$ cat config.mk
export PLATFORM = sky130hd
export DESIGN_NAME = vga_sync_gen_param
export DESIGN_NICKNAME = d
export VERILOG_FILES = /design/src/rtl/vga_sync_gen_param.sv
export SDC_FILE = /design/constraint.sdc
export NUM_CORES = 1
export LEC_CHECK = 0
export BUFFER_PORTS_ARGS = -buffer_cell sky130_fd_sc_hd__buf_2
export CORE_MARGIN = 5
export CORE_UTILIZATION = 51
export DETAILED_ROUTE_END_ITERATION = 8
export HOLD_SLACK_MARGIN = 0.05
export PLACE_DENSITY = 0.81
export SLEW_MARGIN = 10
export SYNTH_ARGS = -nofsm -noshare
export SYNTH_HDL_FRONTEND = slang
export SYNTH_SLANG_ARGS = --single-unit
$ cat constraint.sdc
create_clock -name CLK_TB -period 2.4 [get_ports CLK_TB]
set_clock_uncertainty 0.15 [all_clocks]
set_input_delay 0.48 -clock CLK_TB [delete_from_list [all_inputs] [get_ports CLK_TB]]
set_output_delay 0.48 -clock CLK_TB [all_outputs]
set_load 0.005 [all_outputs]
$ cat src/rtl/vga_sync_gen_param.sv
`default_nettype none
// ============================================================================
// Module   : vga_sync_gen_param
// Purpose  : Parametrised VGA timing generator. A clock divider produces the
//            pixel-rate enable p_tick. The raster counters pix_X and pix_Y
//            free-run over H_TOTAL x V_TOTAL positions. The block also
//            produces registered sync, visible-area, line and frame strobes
//            and a frame-locked blink signal used to flash fields under edit.
// Ports    : CLK_TB      in   system clock
//            RESET_TB    in   synchronous reset, active low
//            p_tick      out  pixel enable, one CLK_TB cycle every CLK_DIV
//            h_sync      out  horizontal sync (active level = SYNC_POL)
//            v_sync      out  vertical sync   (active level = SYNC_POL)
//            videon      out  pix_X/pix_Y lies inside the visible area
//            pix_X       out  current column, 0..H_TOTAL-1
//            pix_Y       out  current row,    0..V_TOTAL-1
//            line_end    out  one-cycle pulse after the tick that wraps pix_X
//            frame_start out  one-cycle pulse after the tick that wraps to (0,0)
//            blink       out  toggles every BLINK_FRAMES frames
// Revision : 1.0 - initial release
// ============================================================================
module vga_sync_gen_param #(
    parameter  int H_DISPLAY    = 640,
    parameter  int H_FRONT      = 16,
    parameter  int H_SYNC       = 96,
    parameter  int H_BACK       = 48,
    parameter  int V_DISPLAY    = 480,
    parameter  int V_FRONT      = 10,
    parameter  int V_SYNC       = 2,
    parameter  int V_BACK       = 33,
    parameter  int CLK_DIV      = 4,
    parameter  int SYNC_POL     = 0,
    parameter  int BLINK_FRAMES = 30,
    localparam int H_TOTAL      = H_DISPLAY + H_FRONT + H_SYNC + H_BACK,
    localparam int V_TOTAL      = V_DISPLAY + V_FRONT + V_SYNC + V_BACK,
    localparam int XW           = $clog2(H_TOTAL),
    localparam int YW           = $clog2(V_TOTAL)
) (
    input  logic          CLK_TB,
    input  logic          RESET_TB,
    output logic          p_tick,
    output logic          h_sync,
    output logic          v_sync,
    output logic          videon,
    output logic [XW-1:0] pix_X,
    output logic [YW-1:0] pix_Y,
    output logic          line_end,
    output logic          frame_start,
    output logic          blink
);

    // Counter widths are kept at least one bit so CLK_DIV=1 and
    // BLINK_FRAMES=1 still yield legal vectors.
    localparam int DW = (CLK_DIV > 1) ? $clog2(CLK_DIV) : 1;
    localparam int FW = (BLINK_FRAMES > 1) ? $clog2(BLINK_FRAMES) : 1;

    localparam logic [DW-1:0] DIV_LAST   = DW'(CLK_DIV - 1);
    localparam logic [FW-1:0] FRAME_LAST = FW'(BLINK_FRAMES - 1);
    localparam logic [XW-1:0] X_LAST     = XW'(H_TOTAL - 1);
    localparam logic [YW-1:0] Y_LAST     = YW'(V_TOTAL - 1);

    // Sync windows, end bound exclusive.
    localparam int HS_START = H_DISPLAY + H_FRONT;
    localparam int HS_END   = HS_START + H_SYNC;
    localparam int VS_START = V_DISPLAY + V_FRONT;
    localparam int VS_END   = VS_START + V_SYNC;

    localparam logic SYNC_ACT = (SYNC_POL != 0);

    logic [DW-1:0] div_cnt;
    logic [DW-1:0] div_next;
    logic [FW-1:0] frame_cnt;

    logic          x_last;
    logic          y_last;
    logic [XW-1:0] x_next;
    logic [YW-1:0] y_next;
    logic          h_act_next;
    logic          v_act_next;
    logic          vid_next;

    // Next-position decode. The sync and visible flags are registered from
    // this decode on the advancing edge, so they always line up with the
    // pix_X/pix_Y value they describe.
    always_comb begin
        div_next   = (div_cnt == DIV_LAST) ? '0 : div_cnt + DW'(1);
        x_last     = (pix_X == X_LAST);
        y_last     = (pix_Y == Y_LAST);
        x_next     = x_last ? '0 : pix_X + XW'(1);
        y_next     = pix_Y;
        if (x_last) begin
            y_next = y_last ? '0 : pix_Y + YW'(1);
        end
        h_act_next = (int'(x_next) >= HS_START) && (int'(x_next) < HS_END);
        v_act_next = (int'(y_next) >= VS_START) && (int'(y_next) < VS_END);
        vid_next   = (int'(x_next) < H_DISPLAY) && (int'(y_next) < V_DISPLAY);
    end

    always_ff @(posedge CLK_TB) begin
        if (!RESET_TB) begin
            div_cnt     <= '0;
            p_tick      <= 1'b0;
            pix_X       <= '0;
            pix_Y       <= '0;
            h_sync      <= ~SYNC_ACT;
            v_sync      <= ~SYNC_ACT;
            videon      <= 1'b0;
            line_end    <= 1'b0;
            frame_start <= 1'b0;
            frame_cnt   <= '0;
            blink       <= 1'b0;
        end else begin
            div_cnt     <= div_next;
            // p_tick is registered from the next divider value, so it mirrors
            // (div_cnt == CLK_DIV-1) while staying low during reset.
            p_tick      <= (div_next == DIV_LAST);
            line_end    <= 1'b0;
            frame_start <= 1'b0;
            if (p_tick) begin
                pix_X       <= x_next;
                pix_Y       <= y_next;
                h_sync      <= h_act_next ? SYNC_ACT : ~SYNC_ACT;
                v_sync      <= v_act_next ? SYNC_ACT : ~SYNC_ACT;
                videon      <= vid_next;
                line_end    <= x_last;
                frame_start <= x_last && y_last;
                // The frame counter steps on the same edge that raises
                // frame_start, so blink changes together with that pulse.
                if (x_last && y_last) begin
                    if (frame_cnt == FRAME_LAST) begin
                        frame_cnt <= '0;
                        blink     <= ~blink;
                    end else begin
                        frame_cnt <= frame_cnt + FW'(1);
                    end
                end
            end
        end
    end

endmodule
`default_nettype wire
# [After elaboration in Yosys (flattened, before gate mapping)]
# Index checks and enable logic that the tools add are counted.
[word_totals] n_memories=0 mem_bits_rw=0 inputBits=2 regBits=34 elab_cells=41 rom_bits=0 latch_bits=0
[op_classes] reduce_logical=7 shifts=0 div_mod_pow=0 n_addsub=4 eq_ne=5 bitwise_logic=1 order_cmp=6 muxes=7 multipliers=0
[ops] op="2-to-1 mux 10 bit" count=3
[ops] op="adder 10 x 1 -> 10 bit (second input constant)" count=2
[ops] op="== test 10 bit (second input constant)" count=2
[ops] op="less-than comparator 10 bit (second input constant)" count=2
[ops] op="less-than comparator 10 x 9 -> 1 bit (second input constant)" count=2
[ops] op="greater-or-equal comparator 10 bit (second input constant)" count=1
[ops] op="greater-or-equal comparator 10 x 9 -> 1 bit (second input constant)" count=1
[ops] op="adder 5 x 1 -> 5 bit (second input constant)" count=1
[ops] op="== test 5 bit (second input constant)" count=1
[ops] op="2-to-1 mux 5 bit" count=1
[ops] op="== test 2 bit (second input constant)" count=2
[ops] op="logical AND 1 bit" count=4
[ops] op="AND reduction 2 bit" count=2
[ops] op="AND reduction 3 bit" count=1
[ops] op="adder 2 x 1 -> 2 bit (second input constant)" count=1
[ops] op="2-to-1 mux 1 bit" count=2
[ops] op="2-to-1 mux 2 bit" count=1
[ops] op="NOT 1 bit" count=1

# [Longest topological paths before layout]
[depth] word_depth=6 mapped_depth=9 depth_no_buf=8

# [Worst setup path before layout]
# No wires, ideal clock.
[synth_path] path_kind="reg2reg" start="register pix_Y[1]" end="register v_sync" t_arrival_ns=2.334 setup_ns=0.125 path_buffers=1 stages_incl_launch_ff=9 required_time_ns=2.125 path_slack_ns=-0.209 cell_sequence="dfxtp_1 > ha_1 > clkbuf_2 > nand4_1 > nor3b_1 > a22oi_1 > o22a_2 > or4_4 > o41a_1"
[synth_via] elab_chain_len=6 word_cells_on_any_way=8
[synth_lines] element="start, declared" line="46" text="output logic [YW-1:0] pix_Y,"
[synth_lines] element="start signal, assigned" line="121" text="pix_Y <= y_next;"
[synth_lines] element="adder 10 x 1 -> 10 bit / == test 10 bit (equally long branches)" line="92, 88"
[synth_lines] element="2-to-1 mux 10 bit" line="92" text="y_next = y_last ? '0 : pix_Y + YW'(1);"
[synth_lines] element="2-to-1 mux 10 bit *" line="91" text="if (x_last) begin"
[synth_lines] element="greater-or-equal comparator 10 x 9 -> 1 bit / less-than comparator 10 x 9 -> 1 bit (equally long branches)" line="95" text="v_act_next = (int'(y_next) >= VS_START) && (int'(y_next) < VS_END);"
[synth_lines] element="logical AND 1 bit *" line="95"
[synth_lines] element="2-to-1 mux 1 bit *" line="123" text="v_sync <= v_act_next ? SYNC_ACT : ~SYNC_ACT;"
[synth_lines] element="end signal, assigned" line="106" text="v_sync <= ~SYNC_ACT;"
[synth_lines] element="end signal, assigned" line="123"
[synth_lines] element="end, declared" line="43" text="output logic v_sync,"
# Mark *: on every way between the ends. The rest lies on a longest branch, timed or not.
# A chain may end at the register's enable or synchronous reset.

# [Worst setup path after layout]
[layout_path] start="register pix_X[1]" end="register v_sync"
[layout_via] elab_chain_len=5 word_cells_on_any_way=6
[layout_lines] element="start, declared" line="45" text="output logic [XW-1:0] pix_X,"
[layout_lines] element="start signal, assigned" line="120" text="pix_X <= x_next;"
[layout_lines] element="== test 10 bit *" line="87" text="x_last = (pix_X == X_LAST);"
[layout_lines] element="2-to-1 mux 10 bit *" line="91"
[layout_lines] element="greater-or-equal comparator 10 x 9 -> 1 bit / less-than comparator 10 x 9 -> 1 bit (equally long branches)" line="95"
[layout_lines] element="logical AND 1 bit *" line="95"
[layout_lines] element="2-to-1 mux 1 bit *" line="123"
# Marks and branches as above.

==> qor.csv <==
metric;value;unit
run status;completed;
CTS tree;yes;
largest net degree at the start of global routing;32;
die height;72.91;µm
Initial Utilization;53.91;%
Unique masters post-synth;51;
sequential group share of total power;46.8;%
number of nets produced by synthesis;261;
number of levels in the clock H-tree;2;
clock root buffer;clkbuf_8;
num ports;29;
final critical path time including I/O delays and setup;2314;ps
clock-pin slew on the worst setup and hold paths;70;ps
Clock power frac;48.3;%
DRC Markers;0;
clock latency reported for the late side of the worst-skew pair;300;ps
number of instances in the synthesized netlist;251;
placeable core region;3744;µm²
number of violations of the max-capacitance limit;0;
area growth from synthesis to layout;22.32;%
total routing usage reported by global routing;19.13;%
Post-CTS Hold Buffers;0;
flop and latch count out of synthesis;34;
total half-perimeter wirelength after legalization and detailed placement;3468;µm
post-DR wirelength/cell;13.98;µm
Rows;22;
leakage power;0.9927;nW
fraction of power spent switching nets;21.44;%
count of cells resized by post-cts repair;0;
GP Congestion;0.9026;
Worst EP arrival;2340;ps
internal power summed over all cells;973.9;µW
final number of setup-violating endpoints;0;
number of antenna violations at the first check in global routing;0;
endpoint required time on the critical path;2430;ps
Congestion Overflow GR;0;
Setup crit start kind;flop;
number of buffers created by CTS;5;
number of buffers inserted to repair setup after CTS;0;
wire length of the first global-routing pass;7941;µm
sinks on the clock net;34;
initial detailed-routing violation count;181;
input/output buffers;28;
Routed Wire Length;4768;µm
via/cell ratio;5.751;
ys flop type;dfxtp_1;
final critical-path share of the clock period;96.42;%
total number of vias;1961;
Synth async-reset ratio;0;%
Max Fanout on Critical Path;7;
post-route antenna net violation count;0;
Detailed Routing Iterations Pass 1;4;
number of nets in the finished design;302;
Worst Max-Slew Pin Slew;490.0;ps
die width;72.91;µm
Hold Path Class;flop to flop;
Longest Clk Path Bufs;2;
vias in the first global route;1786;
Worst setup EP type;flop;
power density over the cells;502.2;nW/µm²
post-synthesis sequential area ratio;33.73;%
Psw;265.8;µW
number of hold-slack violations in the final timing report;0;
most common library cells after synthesis;dfxtp_1 (34), nand2_1 (23), o21ai_0 (20);
most frequent cell after synthesis;dfxtp_1;
final-layout fill cell count;334;
Layout Cell Area excl Fill;2469;µm²
Max Transition Viols Final;0;
Yosys warning count;0;
count of flip-flops with a built-in enable after synthesis;0;
Highest Clock Rate;432.1;MHz
RSZ-0062 raised after global routing;no;
Max IR drop VDD;0.0003928;V
Synth top area share;33.73;%
Sum Neg Setup Slack;0;ps
reg-to-reg slack, setup;90;ps
layout cell share with drive strength beyond 1;26.28;%
Netlist Area Pre-Place;2018;µm²
Avg Cell Area, Syn;8.041;µm²
final antenna diode count;0;
path type of the worst setup path;flop to flop;
max-slew headroom at the worst pin;67.08;%
top cell type by total area after synthesis;dfxtp_1;
area of placed instances;2315;µm²
combinational fraction of design power;4.9;%
synth top area cells;dfxtp_1 (34%), ha_1 (5.0%), o21ai_0 (5.0%), nand2_1 (4.3%), a21oi_1 (3.7%);
total die area;5315;µm²
==> cell type report <==
class	instances	area, µm²	area share [%]
Sequential cell	34	693.2	28.08
Tap cell	48	60.06	2.433
Clock inverter	2	38.79	1.571
Clock buffer	6	93.84	3.801
Inverter	10	37.54	1.521
Multi-Input combinational cell	193	1255	50.84
Timing Repair Buffer	48	290.3	11.76
==> kinds of logic (layout without fill, tap and decap cells) <==
group	after synthesis	after routing	synth area share, %
AOI/OAI and AO/OA	61	61	18.85
muxes	1	1	0.4960
DFF	34	34	33.73
xor gates and xnor gates	8	8	3.472
buffers and inverters	24	66	5.766
and+or+nand+nor	115	115	32.73
adders and majority gates	8	8	4.960
==> worst max-delay path: stages (launching register included) <==
cell     delay (ps)
dfxtp_2         330
ha_2            180
and4_2          260
and3_2          270
o21ai_0         100
o21ai_1         110
or4_4           500
o41a_1          310
==> registers in the layout (all words and copies together), names as in the netlist <==
signal,cells
v_sync,1
videon,1
line_end,1
pix_X,10
frame_cnt,5
div_cnt,2
pix_Y,10
h_sync,1
blink,1
p_tick,1
frame_start,1
==> metal layers <==
| metal | part of all wire, % | vias up | GRT usage (%) | routed length [µm] |
|---|---|---|---|---|
| met5 | 0 | - | 0 | 0 |
| li1 | - | 974 | - | - |
| met4 | 2.1 | 0 | 9.221 | 99 |
| met1 | 44 | 917 | 23.01 | 2090 |
| met2 | 47 | 62 | 30.96 | 2255 |
| met3 | 6.8 | 8 | 5.785 | 322 |
==> per-stage QoR <==
stage	hold WS (ps)	setup slack, ps	instances	power, mW	utilization [%]
6_report	300.8	85.88	341	1.240	65.94
5_1_grt	358.7	10.74	341	1.295	65.94
4_1_cts	305.9	41.30	341	1.252	65.37
3_5_place_dp	295.6	52.24	333	0.6543	61.83
3_3_place_gp	286.5	113.9	333	0.6528	61.83
2_1_floorplan	274.0	25.25	251	0.6308	-
==> power by group through the flow <==
stage	combinational (mW)	sequential, mW	clock, mW
2_1_floorplan	0.0354	0.595	0
3_3_place_gp	0.0596	0.593	0
3_5_place_dp	0.0609	0.593	0
4_1_cts	0.0612	0.580	0.610
5_1_grt	0.0680	0.583	0.644
6_report	0.0606	0.581	0.599
==> placed cells by master, fill, tap and decap left out, drive strengths merged, types with 2 or more instances in the layout <==
cell type,instances
o31ai,2
nor3,11
dfxtp,34
a31oi,3
a22oi,2
o211a,2
and2,12
inv,10
a21boi,7
nor3b,5
buf,48
nor2b,10
o21ai,20
or2,3
nor4b,2
nand2b,2
xnor2,7
or3,4
and3,6
nand4,6
a21oi,15
nor4,2
ha,8
or4,2
nand3,11
o22ai,2
clkbuf,6
nor2,13
nand2,23
==> path summary, 6_finish.rpt <==
path,startpoint,to,cells past startpoint
min,div_cnt[0]$_SDFF_PN0_,div_cnt[0]$_SDFF_PN0_,1
max,pix_X[1]$_SDFFE_PN0P_,v_sync$_SDFFE_PN1P_,7
min reg2reg,div_cnt[0]$_SDFF_PN0_,div_cnt[0]$_SDFF_PN0_,1
max reg2reg,pix_X[1]$_SDFFE_PN0P_,v_sync$_SDFFE_PN1P_,7
Power figures use the tool's default switching activity.
